### src/rtl/pgr_apb_burst_ctr_if.sv
// rtl/pgr_apb_burst_ctr_if.sv - byte-FIFO and APB bus bundle for the UART-to-APB burst controller
`timescale 1ns/1ps
interface pgr_apb_burst_ctr_if #(
  parameter int DATA_W = 32,
  parameter int ADDR_W = 16
);
  logic [7:0]          rx_fifo_rd_data;
  logic                rx_fifo_rd_data_valid;
  logic                rx_fifo_rd_data_req;
  logic [7:0]          tx_fifo_wr_data;
  logic                tx_fifo_wr_data_valid;
  logic                tx_fifo_wr_data_req;
  logic                p_sel;
  logic                p_ce;
  logic                p_we;
  logic [ADDR_W-1:0]   p_addr;
  logic [DATA_W-1:0]   p_wdata;
  logic [DATA_W/8-1:0] p_strb;
  logic                p_rdy;
  logic [DATA_W-1:0]   p_rdata;

  modport master (
    input  rx_fifo_rd_data, rx_fifo_rd_data_valid, tx_fifo_wr_data_req, p_rdy, p_rdata,
    output rx_fifo_rd_data_req, tx_fifo_wr_data, tx_fifo_wr_data_valid,
           p_sel, p_ce, p_we, p_addr, p_wdata, p_strb
  );

  modport slave (
    output rx_fifo_rd_data, rx_fifo_rd_data_valid, tx_fifo_wr_data_req, p_rdy, p_rdata,
    input  rx_fifo_rd_data_req, tx_fifo_wr_data, tx_fifo_wr_data_valid,
           p_sel, p_ce, p_we, p_addr, p_wdata, p_strb
  );
endinterface

### src/rtl/pgr_apb_burst_ctr.sv
// rtl/pgr_apb_burst_ctr.sv - UART byte stream to APB burst master with status byte per frame
// Optional per-beat ACCESS timeout and write-data drain: define PGR_APB_CTR_TIMEOUT_EN.
`timescale 1ns/1ps
module pgr_apb_burst_ctr #(
  parameter int DATA_W      = 32,
  parameter int ADDR_W      = 16,
  parameter int TIMEOUT_CYC = 1024
) (
  input  logic                 clk,
  input  logic                 rst_n,
  pgr_apb_burst_ctr_if.master  bus
);
  localparam int BYTES  = DATA_W / 8;
  localparam int ABYTES = ADDR_W / 8;

  typedef enum logic [2:0] {
    S_IDLE,
    S_ADDR,
    S_WDATA,
    S_SETUP,
    S_ACCESS,
    S_RDTX,
    S_STATUS
`ifdef PGR_APB_CTR_TIMEOUT_EN
    ,
    S_DRAIN
`endif
  } state_t;

  state_t              state_q, state_d;
  logic                active_q;
  logic                is_wr_q;
  logic [6:0]          beats_q;
  logic [3:0]          byte_cnt_q;
  logic [ADDR_W-1:0]   addr_q;
  logic [DATA_W-1:0]   wdata_q;
  logic [DATA_W-1:0]   rdata_q;
  logic                rx_req;
  logic                rx_take;
  logic                tx_take;
  logic                last_abyte;
  logic                last_dbyte;
  logic [7:0]          status_byte;

`ifdef PGR_APB_CTR_TIMEOUT_EN
  localparam int TO_W = $clog2(TIMEOUT_CYC + 1);
  logic [TO_W-1:0]     to_cnt_q;
  logic [10:0]         drain_q;
  logic                err_q;
  logic                timeout;

  assign timeout     = (state_q == S_ACCESS) && !bus.p_rdy && (to_cnt_q == TO_W'(TIMEOUT_CYC - 1));
  assign status_byte = err_q ? 8'hEE : 8'h00;
  assign rx_req      = active_q && (state_q inside {S_IDLE, S_ADDR, S_WDATA, S_DRAIN});
`else
  assign status_byte = 8'h00;
  assign rx_req      = active_q && (state_q inside {S_IDLE, S_ADDR, S_WDATA});
`endif

  assign rx_take    = rx_req && bus.rx_fifo_rd_data_valid;
  assign tx_take    = (state_q inside {S_RDTX, S_STATUS}) && bus.tx_fifo_wr_data_req;
  assign last_abyte = (byte_cnt_q == 4'(ABYTES - 1));
  assign last_dbyte = (byte_cnt_q == 4'(BYTES - 1));

  always_ff @(posedge clk or negedge rst_n) begin
    if (!rst_n) state_q <= S_IDLE;
    else        state_q <= state_d;
  end

  always_comb begin
    state_d = state_q;
    case (state_q)
      S_IDLE:   if (rx_take) state_d = S_ADDR;
      S_ADDR:   if (rx_take && last_abyte) state_d = is_wr_q ? S_WDATA : S_SETUP;
      S_WDATA:  if (rx_take && last_dbyte) state_d = S_SETUP;
      S_SETUP:  state_d = S_ACCESS;
      S_ACCESS: begin
        if (bus.p_rdy) begin
          if (!is_wr_q)            state_d = S_RDTX;
          else if (beats_q == 7'd0) state_d = S_STATUS;
          else                     state_d = S_WDATA;
        end
`ifdef PGR_APB_CTR_TIMEOUT_EN
        else if (timeout) begin
          state_d = (is_wr_q && beats_q != 7'd0) ? S_DRAIN : S_STATUS;
        end
`endif
      end
      S_RDTX:   if (tx_take && last_dbyte) state_d = (beats_q == 7'd0) ? S_STATUS : S_SETUP;
      S_STATUS: if (tx_take) state_d = S_IDLE;
`ifdef PGR_APB_CTR_TIMEOUT_EN
      S_DRAIN:  if (rx_take && drain_q == 11'd1) state_d = S_STATUS;
`endif
      default:  state_d = S_IDLE;
    endcase
  end

  // Beats count down from hdr[6:0]; a frame ends when a beat completes with the counter at 0.
  always_ff @(posedge clk or negedge rst_n) begin
    if (!rst_n) begin
      active_q   <= 1'b0;
      is_wr_q    <= 1'b0;
      beats_q    <= '0;
      byte_cnt_q <= '0;
      addr_q     <= '0;
      wdata_q    <= '0;
      rdata_q    <= '0;
`ifdef PGR_APB_CTR_TIMEOUT_EN
      to_cnt_q   <= '0;
      drain_q    <= '0;
      err_q      <= 1'b0;
`endif
    end else begin
      active_q <= 1'b1;
      case (state_q)
        S_IDLE: begin
          if (rx_take) begin
            is_wr_q    <= bus.rx_fifo_rd_data[7];
            beats_q    <= bus.rx_fifo_rd_data[6:0];
            byte_cnt_q <= '0;
`ifdef PGR_APB_CTR_TIMEOUT_EN
            err_q      <= 1'b0;
`endif
          end
        end
        S_ADDR: begin
          if (rx_take) begin
            addr_q     <= ADDR_W'({addr_q, bus.rx_fifo_rd_data});
            byte_cnt_q <= last_abyte ? 4'd0 : byte_cnt_q + 4'd1;
          end
        end
        S_WDATA: begin
          if (rx_take) begin
            wdata_q    <= DATA_W'({wdata_q, bus.rx_fifo_rd_data});
            byte_cnt_q <= last_dbyte ? 4'd0 : byte_cnt_q + 4'd1;
          end
        end
        S_SETUP: begin
`ifdef PGR_APB_CTR_TIMEOUT_EN
          to_cnt_q <= '0;
`endif
        end
        S_ACCESS: begin
          if (bus.p_rdy) begin
            addr_q     <= addr_q + ADDR_W'(BYTES);
            byte_cnt_q <= '0;
            if (!is_wr_q) rdata_q <= bus.p_rdata;
            if (is_wr_q && beats_q != 7'd0) beats_q <= beats_q - 7'd1;
          end
`ifdef PGR_APB_CTR_TIMEOUT_EN
          else if (timeout) begin
            err_q   <= 1'b1;
            drain_q <= 11'(beats_q) * 11'(BYTES);
          end else begin
            to_cnt_q <= to_cnt_q + 1'b1;
          end
`endif
        end
        S_RDTX: begin
          if (tx_take) begin
            rdata_q    <= DATA_W'({rdata_q, 8'h00});
            byte_cnt_q <= last_dbyte ? 4'd0 : byte_cnt_q + 4'd1;
            if (last_dbyte && beats_q != 7'd0) beats_q <= beats_q - 7'd1;
          end
        end
`ifdef PGR_APB_CTR_TIMEOUT_EN
        S_DRAIN: begin
          if (rx_take) drain_q <= drain_q - 11'd1;
        end
`endif
        default: ;
      endcase
    end
  end

  assign bus.rx_fifo_rd_data_req   = rx_req;
  assign bus.tx_fifo_wr_data_valid = tx_take;
  assign bus.tx_fifo_wr_data       = (state_q == S_STATUS) ? status_byte :
                                     (state_q == S_RDTX)   ? rdata_q[DATA_W-1 -: 8] : 8'h00;
  assign bus.p_sel                 = (state_q == S_SETUP) || (state_q == S_ACCESS);
  assign bus.p_ce                  = (state_q == S_ACCESS);
  assign bus.p_we                  = bus.p_sel && is_wr_q;
  assign bus.p_addr                = addr_q;
  assign bus.p_wdata               = wdata_q;
  assign bus.p_strb                = {BYTES{bus.p_sel && is_wr_q}};
endmodule
### src/flat_wrapper.sv
// flat-port wrapper written by rule: the top's interface ports become plain ports
module pgr_apb_burst_ctr_flat 
#(
  parameter int DATA_W      = 32,
  parameter int ADDR_W      = 16,
  parameter int TIMEOUT_CYC = 1024
)
  (clk, rst_n, bus_rx_fifo_rd_data, bus_rx_fifo_rd_data_valid, bus_tx_fifo_wr_data_req, bus_p_rdy, bus_p_rdata, bus_rx_fifo_rd_data_req, bus_tx_fifo_wr_data, bus_tx_fifo_wr_data_valid, bus_p_sel, bus_p_ce, bus_p_we, bus_p_addr, bus_p_wdata, bus_p_strb);
  pgr_apb_burst_ctr_if #(.DATA_W(DATA_W), .ADDR_W(ADDR_W)) bus_i ();
  input  logic clk;
  input  logic rst_n;
  input wire logic [$bits(bus_i.rx_fifo_rd_data)-1:0] bus_rx_fifo_rd_data;
  input wire logic [$bits(bus_i.rx_fifo_rd_data_valid)-1:0] bus_rx_fifo_rd_data_valid;
  input wire logic [$bits(bus_i.tx_fifo_wr_data_req)-1:0] bus_tx_fifo_wr_data_req;
  input wire logic [$bits(bus_i.p_rdy)-1:0] bus_p_rdy;
  input wire logic [$bits(bus_i.p_rdata)-1:0] bus_p_rdata;
  output wire logic [$bits(bus_i.rx_fifo_rd_data_req)-1:0] bus_rx_fifo_rd_data_req;
  output wire logic [$bits(bus_i.tx_fifo_wr_data)-1:0] bus_tx_fifo_wr_data;
  output wire logic [$bits(bus_i.tx_fifo_wr_data_valid)-1:0] bus_tx_fifo_wr_data_valid;
  output wire logic [$bits(bus_i.p_sel)-1:0] bus_p_sel;
  output wire logic [$bits(bus_i.p_ce)-1:0] bus_p_ce;
  output wire logic [$bits(bus_i.p_we)-1:0] bus_p_we;
  output wire logic [$bits(bus_i.p_addr)-1:0] bus_p_addr;
  output wire logic [$bits(bus_i.p_wdata)-1:0] bus_p_wdata;
  output wire logic [$bits(bus_i.p_strb)-1:0] bus_p_strb;
  assign bus_i.rx_fifo_rd_data = bus_rx_fifo_rd_data;
  assign bus_i.rx_fifo_rd_data_valid = bus_rx_fifo_rd_data_valid;
  assign bus_i.tx_fifo_wr_data_req = bus_tx_fifo_wr_data_req;
  assign bus_i.p_rdy = bus_p_rdy;
  assign bus_i.p_rdata = bus_p_rdata;
  assign bus_rx_fifo_rd_data_req = bus_i.rx_fifo_rd_data_req;
  assign bus_tx_fifo_wr_data = bus_i.tx_fifo_wr_data;
  assign bus_tx_fifo_wr_data_valid = bus_i.tx_fifo_wr_data_valid;
  assign bus_p_sel = bus_i.p_sel;
  assign bus_p_ce = bus_i.p_ce;
  assign bus_p_we = bus_i.p_we;
  assign bus_p_addr = bus_i.p_addr;
  assign bus_p_wdata = bus_i.p_wdata;
  assign bus_p_strb = bus_i.p_strb;
  pgr_apb_burst_ctr #(.DATA_W(DATA_W), .ADDR_W(ADDR_W), .TIMEOUT_CYC(TIMEOUT_CYC)) u_core (.clk(clk), .rst_n(rst_n), .bus(bus_i));
endmodule
### config.mk
export PLATFORM = sky130hd
export DESIGN_NAME = pgr_apb_burst_ctr_flat
export DESIGN_NICKNAME = d
export VERILOG_FILES = /design/src/rtl/pgr_apb_burst_ctr_if.sv /design/src/rtl/pgr_apb_burst_ctr.sv /design/src/flat_wrapper.sv
export SDC_FILE = /design/constraint.sdc
export NUM_CORES = 1
export LEC_CHECK = 0
export CORE_MARGIN = 2
export CORE_UTILIZATION = 25
export CTS_BUF_LIST = sky130_fd_sc_hd__clkbuf_16
export DETAILED_ROUTE_END_ITERATION = 6
export GPL_TIMING_DRIVEN = 0
export SLEW_MARGIN = 20
export SYNTH_ARGS = -nofsm -noshare
export SYNTH_HDL_FRONTEND = slang
export SYNTH_SLANG_ARGS = --single-unit
### constraint.sdc
create_clock -name clk -period 1.9 [get_ports clk]
set_clock_uncertainty 0.1 [all_clocks]
set_input_delay 0.38 -clock clk [delete_from_list [all_inputs] [get_ports clk]]
set_output_delay 0.38 -clock clk [all_outputs]
set_load 0.05 [all_outputs]
Word-level counts from Yosys, hierarchy flattened
Cells that the tools add are included.
W data, S select, Z words.
{"block": "word_totals", "romBits": 0, "latchBits": 0, "word_cells": 91, "output_inout_bits": 65, "inputBits": 45, "register_bits": 96, "ramBits": 0, "n_memories": 0}
{"block": "classes", "eq_ne": 20, "add_sub_neg": 3, "n_reduce_logical": 26, "n_mux": 34, "div_mod_pow": 0, "shifts": 0, "n_bitwise": 0, "order_cmp": 0, "mul": 0}
{"cell": "$mux W32", "n": 3}
{"cell": "$pmux W32 S2", "n": 1}
{"cell": "$mux W7", "n": 5}
{"cell": "$mux W16", "n": 2}
{"cell": "$pmux W16 S2", "n": 1}
{"cell": "$mux W4", "n": 7}
{"cell": "$mux W3", "n": 9}
{"cell": "$pmux W3 S7", "n": 1}
{"cell": "$pmux W7 S3", "n": 1}
{"cell": "$pmux W4 S5", "n": 1}
{"cell": "$reduce_and A6 Y1", "n": 3}
{"cell": "$add A16 B3 Y16 const B", "n": 1}
{"cell": "$mux W8", "n": 2}
{"cell": "$ne A2 B1 Y1 const B", "n": 6}
{"cell": "$ne A2 B2 Y1 const B", "n": 6}
{"cell": "$eq A3 B3 Y1 const B", "n": 3}
{"cell": "$logic_and A1 B1 Y1", "n": 9}
{"cell": "$logic_not A7 Y1", "n": 1}
{"cell": "$reduce_bool A7 Y1", "n": 1}
{"cell": "$sub A7 B1 Y7 const B", "n": 1}
{"cell": "$eq A3 B2 Y1 const B", "n": 2}
{"cell": "$reduce_bool A2 Y1", "n": 3}
{"cell": "$reduce_bool A3 Y1", "n": 2}
{"cell": "$reduce_bool A5 Y1", "n": 1}
{"cell": "10 further kinds", "n": 11}

Depth between registers and ports, before layout
{"block": "depth", "word_depth": 7, "depth_mapped": 9}

Least setup slack after synthesis
Ideal clock, no wire load.
{"block": "synth_path", "kind": "flip-flop to output port", "start": "register u_core.state_q[1]", "end": "output bus_p_strb[0]", "stages_incl_launch_ff": 6, "path_buffers": 2, "path_slack_ps": -1531, "arrival_ps": 2951, "required_ps": 1420, "cell_sequence": "dfrtp_1 clkbuf_1 nand2_1 o21ai_0 and2_1 buf_4"}
{"block": "synth_between", "elab_chain_len": 3, "elab_cells_between_ends": 4, "classes_between": "eq/ne: 2; reduce/logical: 2"}
{"element": "start, declared", "line_no": "pgr_apb_burst_ctr.sv:30", "source": "state_t state_q, state_d;"}
{"element": "start signal, assigned", "line_no": "pgr_apb_burst_ctr.sv:67", "source": "else state_q <= state_d;"}
{"element": "$eq A3 B2 Y1 or $eq A3 B3 Y1 (tied branches)", "line_no": "pgr_apb_burst_ctr.sv:180", "source": "assign bus.p_sel = (state_q == S_SETUP) || (state_q == S_ACCESS);"}
{"element": "$logic_or A1 B1 Y1 (*)", "line_no": "pgr_apb_burst_ctr.sv:180"}
{"element": "named net bus_p_sel", "line_no": "flat_wrapper.sv:20", "source": "output wire logic [$bits(bus_i.p_sel)-1:0] bus_p_sel;"}
{"element": "$logic_and A1 B1 Y1 (*)"}
{"element": "end, declared", "line_no": "flat_wrapper.sv:25", "source": "output wire logic [$bits(bus_i.p_strb)-1:0] bus_p_strb;"}
The timed path passes the listed nets; every way through them passes the cells marked *.

Worst setup path after layout
{"block": "layout_path", "start": "register u_core.state_q[2]", "end": "output bus_p_strb[1]"}
{"block": "layout_between", "elab_chain_len": 3, "elab_cells_between_ends": 4, "classes_between": "eq/ne: 2; reduce/logical: 2"}
{"element": "$eq A3 B2 Y1 or $eq A3 B3 Y1 (tied branches)", "line_no": "pgr_apb_burst_ctr.sv:180"}
{"element": "$logic_or A1 B1 Y1 (*)", "line_no": "pgr_apb_burst_ctr.sv:180"}
{"element": "$logic_and A1 B1 Y1 (*)", "line_no": "pgr_apb_burst_ctr.sv:185", "source": "assign bus.p_strb = {BYTES{bus.p_sel && is_wr_q}};"}
Every way passes the cells marked *; elsewhere a longest branch is shown, timed or not.

==> flow_metrics.env <==
export IMPL_rows=50
export IMPL_grt_antenna_before_repair=0
export IMPL_drc=0
export IMPL_yosys_most_used_dff="dfrtp_1"
export IMPL_async_reset_ff_share_pct=100
export IMPL_die_area_um2=20400
export IMPL_vias=4317
export IMPL_netlist_area_um2=4820
export IMPL_ir_worst_vdd_mv=0.597
export IMPL_routed_wl_mm=14.8
export IMPL_synth_most_common_cell="dfrtp_1"
export IMPL_synth_area_top_cells="dfrtp_1, mux2_2, mux2i_1, o21ai_0, nand2_1"
export IMPL_drt_pre_antenna_iters=6
export IMPL_nets=691
export IMPL_synth_lib_cells_used_distinct=60
export IMPL_io_pins=110
export IMPL_use_met3_pct=3.76
export IMPL_whs_ps=379
export IMPL_rsz0062_at_grt="true"
export IMPL_timing_final_ws_setup_ps=-244
export IMPL_place_hpwl_mm=9.95
export IMPL_clkLatencyLatePin_ps=350
export IMPL_cts_tree="done"
export IMPL_critPathCaptureType="output port"
export IMPL_violations="setup timing"
export IMPL_max_freq_ghz=0.467
export IMPL_drtIter0Drc=170
export IMPL_hold_viol_final=0
export IMPL_grt_pass1_vias=4323
export IMPL_numClockSinks=96
export IMPL_die_w_um=143
export IMPL_crit_path_start_kind="flop"
export IMPL_synth_edf_count=0
export IMPL_clk_pin_slew_worst_paths_ps=70
export IMPL_min_path_type="flop to flop"
export IMPL_worstPathArrival_ps=1660
export IMPL_num_antenna_cells=0
export IMPL_finalCritPeriodShare_pct=113
export IMPL_fp_dieH_um=143
export IMPL_routedWlPerCell_um=16.3
export IMPL_ys_seq_elements=96
export IMPL_crit_type="flop to output port"
export IMPL_cap_viol_max_count=0
export IMPL_cp_max_fo=7
export IMPL_cts_htree_levels=3
export IMPL_start_util_pct=25.6
export IMPL_netlist_instances=470
export IMPL_tns_ps=-3990
export IMPL_grt_use_total_pct=13.9
export IMPL_p_per_area_nw_per_um2=1700
export IMPL_yosysTopAreaCellShare_pct=49.8
export IMPL_grt_max_degree=61
export IMPL_yosysTopAreaCell="dfrtp_1"
export IMPL_antenna_left=0
export IMPL_finalMaxSlewViolations=0
export IMPL_avgSynthCellArea_um2=10.3
export IMPL_syn2layout_area_growth_pct=56.7
export IMPL_finalSetupViolations=27
export IMPL_globalRouteOverflowTotal=0
export IMPL_grt_pass1_wl_mm=22.3
export IMPL_cts_max_path_buffers=2
export IMPL_worst_pin_slew_ps=528
export IMPL_met2_usage_pct=24.3
export IMPL_via_per_inst=4.76
export IMPL_finalWeightedCongestion=0.842
export IMPL_grt_busiest_layer="met2"
export IMPL_drive_above_1_share_pct=32.8
export IMPL_fill_cells=1813
export IMPL_yosysWarnings=0
export IMPL_syn_nets=519
export IMPL_core_area_um2=18800
export IMPL_ctsRootBufferMaster="clkbuf_16"
export IMPL_met1_usage_pct=16.9
export IMPL_outcome="finished, violations left"
export IMPL_post_route_min_period_ps=2140
export IMPL_required_ps=1420
export IMPL_synthTopCellsByCount="dfrtp_1, nand2_1, o21ai_0"
export IMPL_reg2regPathDepth=7
export IMPL_relSlewSlack_pct=65.0
export IMPL_cts_buffers_inserted=9
export IMPL_min_path_cells=2
export IMPL_p_leak_uw=0.00353
export IMPL_fin_util_pct=40.1
export IMPL_synth_yosys_seq_area_share_pct=49.8
export IMPL_place_area_um2=6360
export IMPL_port_buffers=109
export IMPL_final_design_area_no_fill_um2=7560
-- metal layers --
metal	vias to the layer above	share of wire (%)
li1	2025	-
met1	2164	43
met2	117	50
met3	11	5.5
met4	0	0.81
met5	-	0
-- cells by family (layout without fill, tap and decap cells) --
logic type	Yosys count	after routing	share of synthesized area [%]
AOI/OAI and AO/OA	118	118	15.1
other	1	1	0.0777
buffers and inverters	40	217	4.31
adders and majority gates	4	4	1.04
and+or+nand+nor	146	146	15.2
muxes	65	65	14.4
DFF	96	96	49.8
-- repair_timing --
action                                  4_1_cts  5_1_grt
endpoints found under the setup margin      122      104
cloned                                        2        3
pin swaps                                     3       15
endpoints found under the hold margin        36        0
setup buffers                                18       34
hold buffers                                  1        0
gates resized for setup                     224      108
-- area by class of cell --
type,instances,area [um^2],area share [%]
tap,260,325,4.30
clock buffer,9,225,2.98
clock inverter,7,41.3,0.546
inverter,8,35.0,0.463
multi-input combinational,334,2540,33.6
sequential,96,2410,31.9
buffer,29,320,4.24
timing repair buffer,164,1660,21.9
-- final timing paths --
path / startpoint / slack (ps) / end
max in group asynchronous: rst_n / 660 / u_core.bus.p_addr[6]$_DFFE_PN0P_
hold / removal: u_core.rdata_q[23]$_DFFE_PN0P_ / 380 / u_core.rdata_q[23]$_DFFE_PN0P_
hold reg to reg: u_core.rdata_q[23]$_DFFE_PN0P_ / 380 / u_core.rdata_q[23]$_DFFE_PN0P_
setup reg to reg: u_core.beats_q[0]$_DFFE_PN0P_ / -130 / u_core.beats_q[3]$_DFFE_PN0P_
setup / recovery: u_core.state_q[2]$_DFFE_PN0P_ / -240 / bus_p_strb[1]
min in group asynchronous: rst_n / 400 / u_core.rdata_q[14]$_DFFE_PN0P_
-- critical path, stage by stage (launching register included) --
cell and delay [ps]:
dfrtp_1 430, buf_6 160, buf_12 120, o21ai_4 150, and2_4 220, buf_8 110
buf_8 130
-- power by group --
group	total (uW)	switching (uW)	internal, uW
clock network	1690	812	882
registers	3660	762	2900
logic	7510	4250	3260
-- through the flow --
step	setup WS, ps	instances	power (uW)
after floorplan	-179	470	7870
after global placement	-3720	839	9700
after detailed placement	-807	840	9880
after CTS	-342	877	11800
after global routing	-297	907	13700
final	-244	907	12900
-- registers in the layout, indices dropped and copies added (netlist names) --
name,cells
u_core.bus.p_wdata,32
u_core.rdata_q,32
u_core.bus.p_addr,16
u_core.beats_q,7
u_core.byte_cnt_q,4
u_core.state_q,3
u_core.active_q,1
u_core.is_wr_q,1
-- cells in the final DEF, fill, tap and decap left out, drive strengths merged, types with 2 or more instances in the layout --
cell type      count
a211oi             4
a21oi             24
a22oi              2
a2bb2oi            5
a31oi              3
and2               3
and3              13
and3b              2
buf               95
clkbuf            15
clkdlybuf4s50     42
dfrtp             96
dlygate4sd2       49
ha                 4
inv               13
mux2              36
mux2i             29
nand2             67
nand2b             8
nand3             11
nand3b             3
nand4              3
nor2              11
nor2b              3
nor3               7
nor3b              3
o21ai             55
o22a               2
o22ai             10
o31ai              2
or2                2
or3                2
or3b               3
or4                2
No activity file was read; power rests on OpenSTA's default activity.
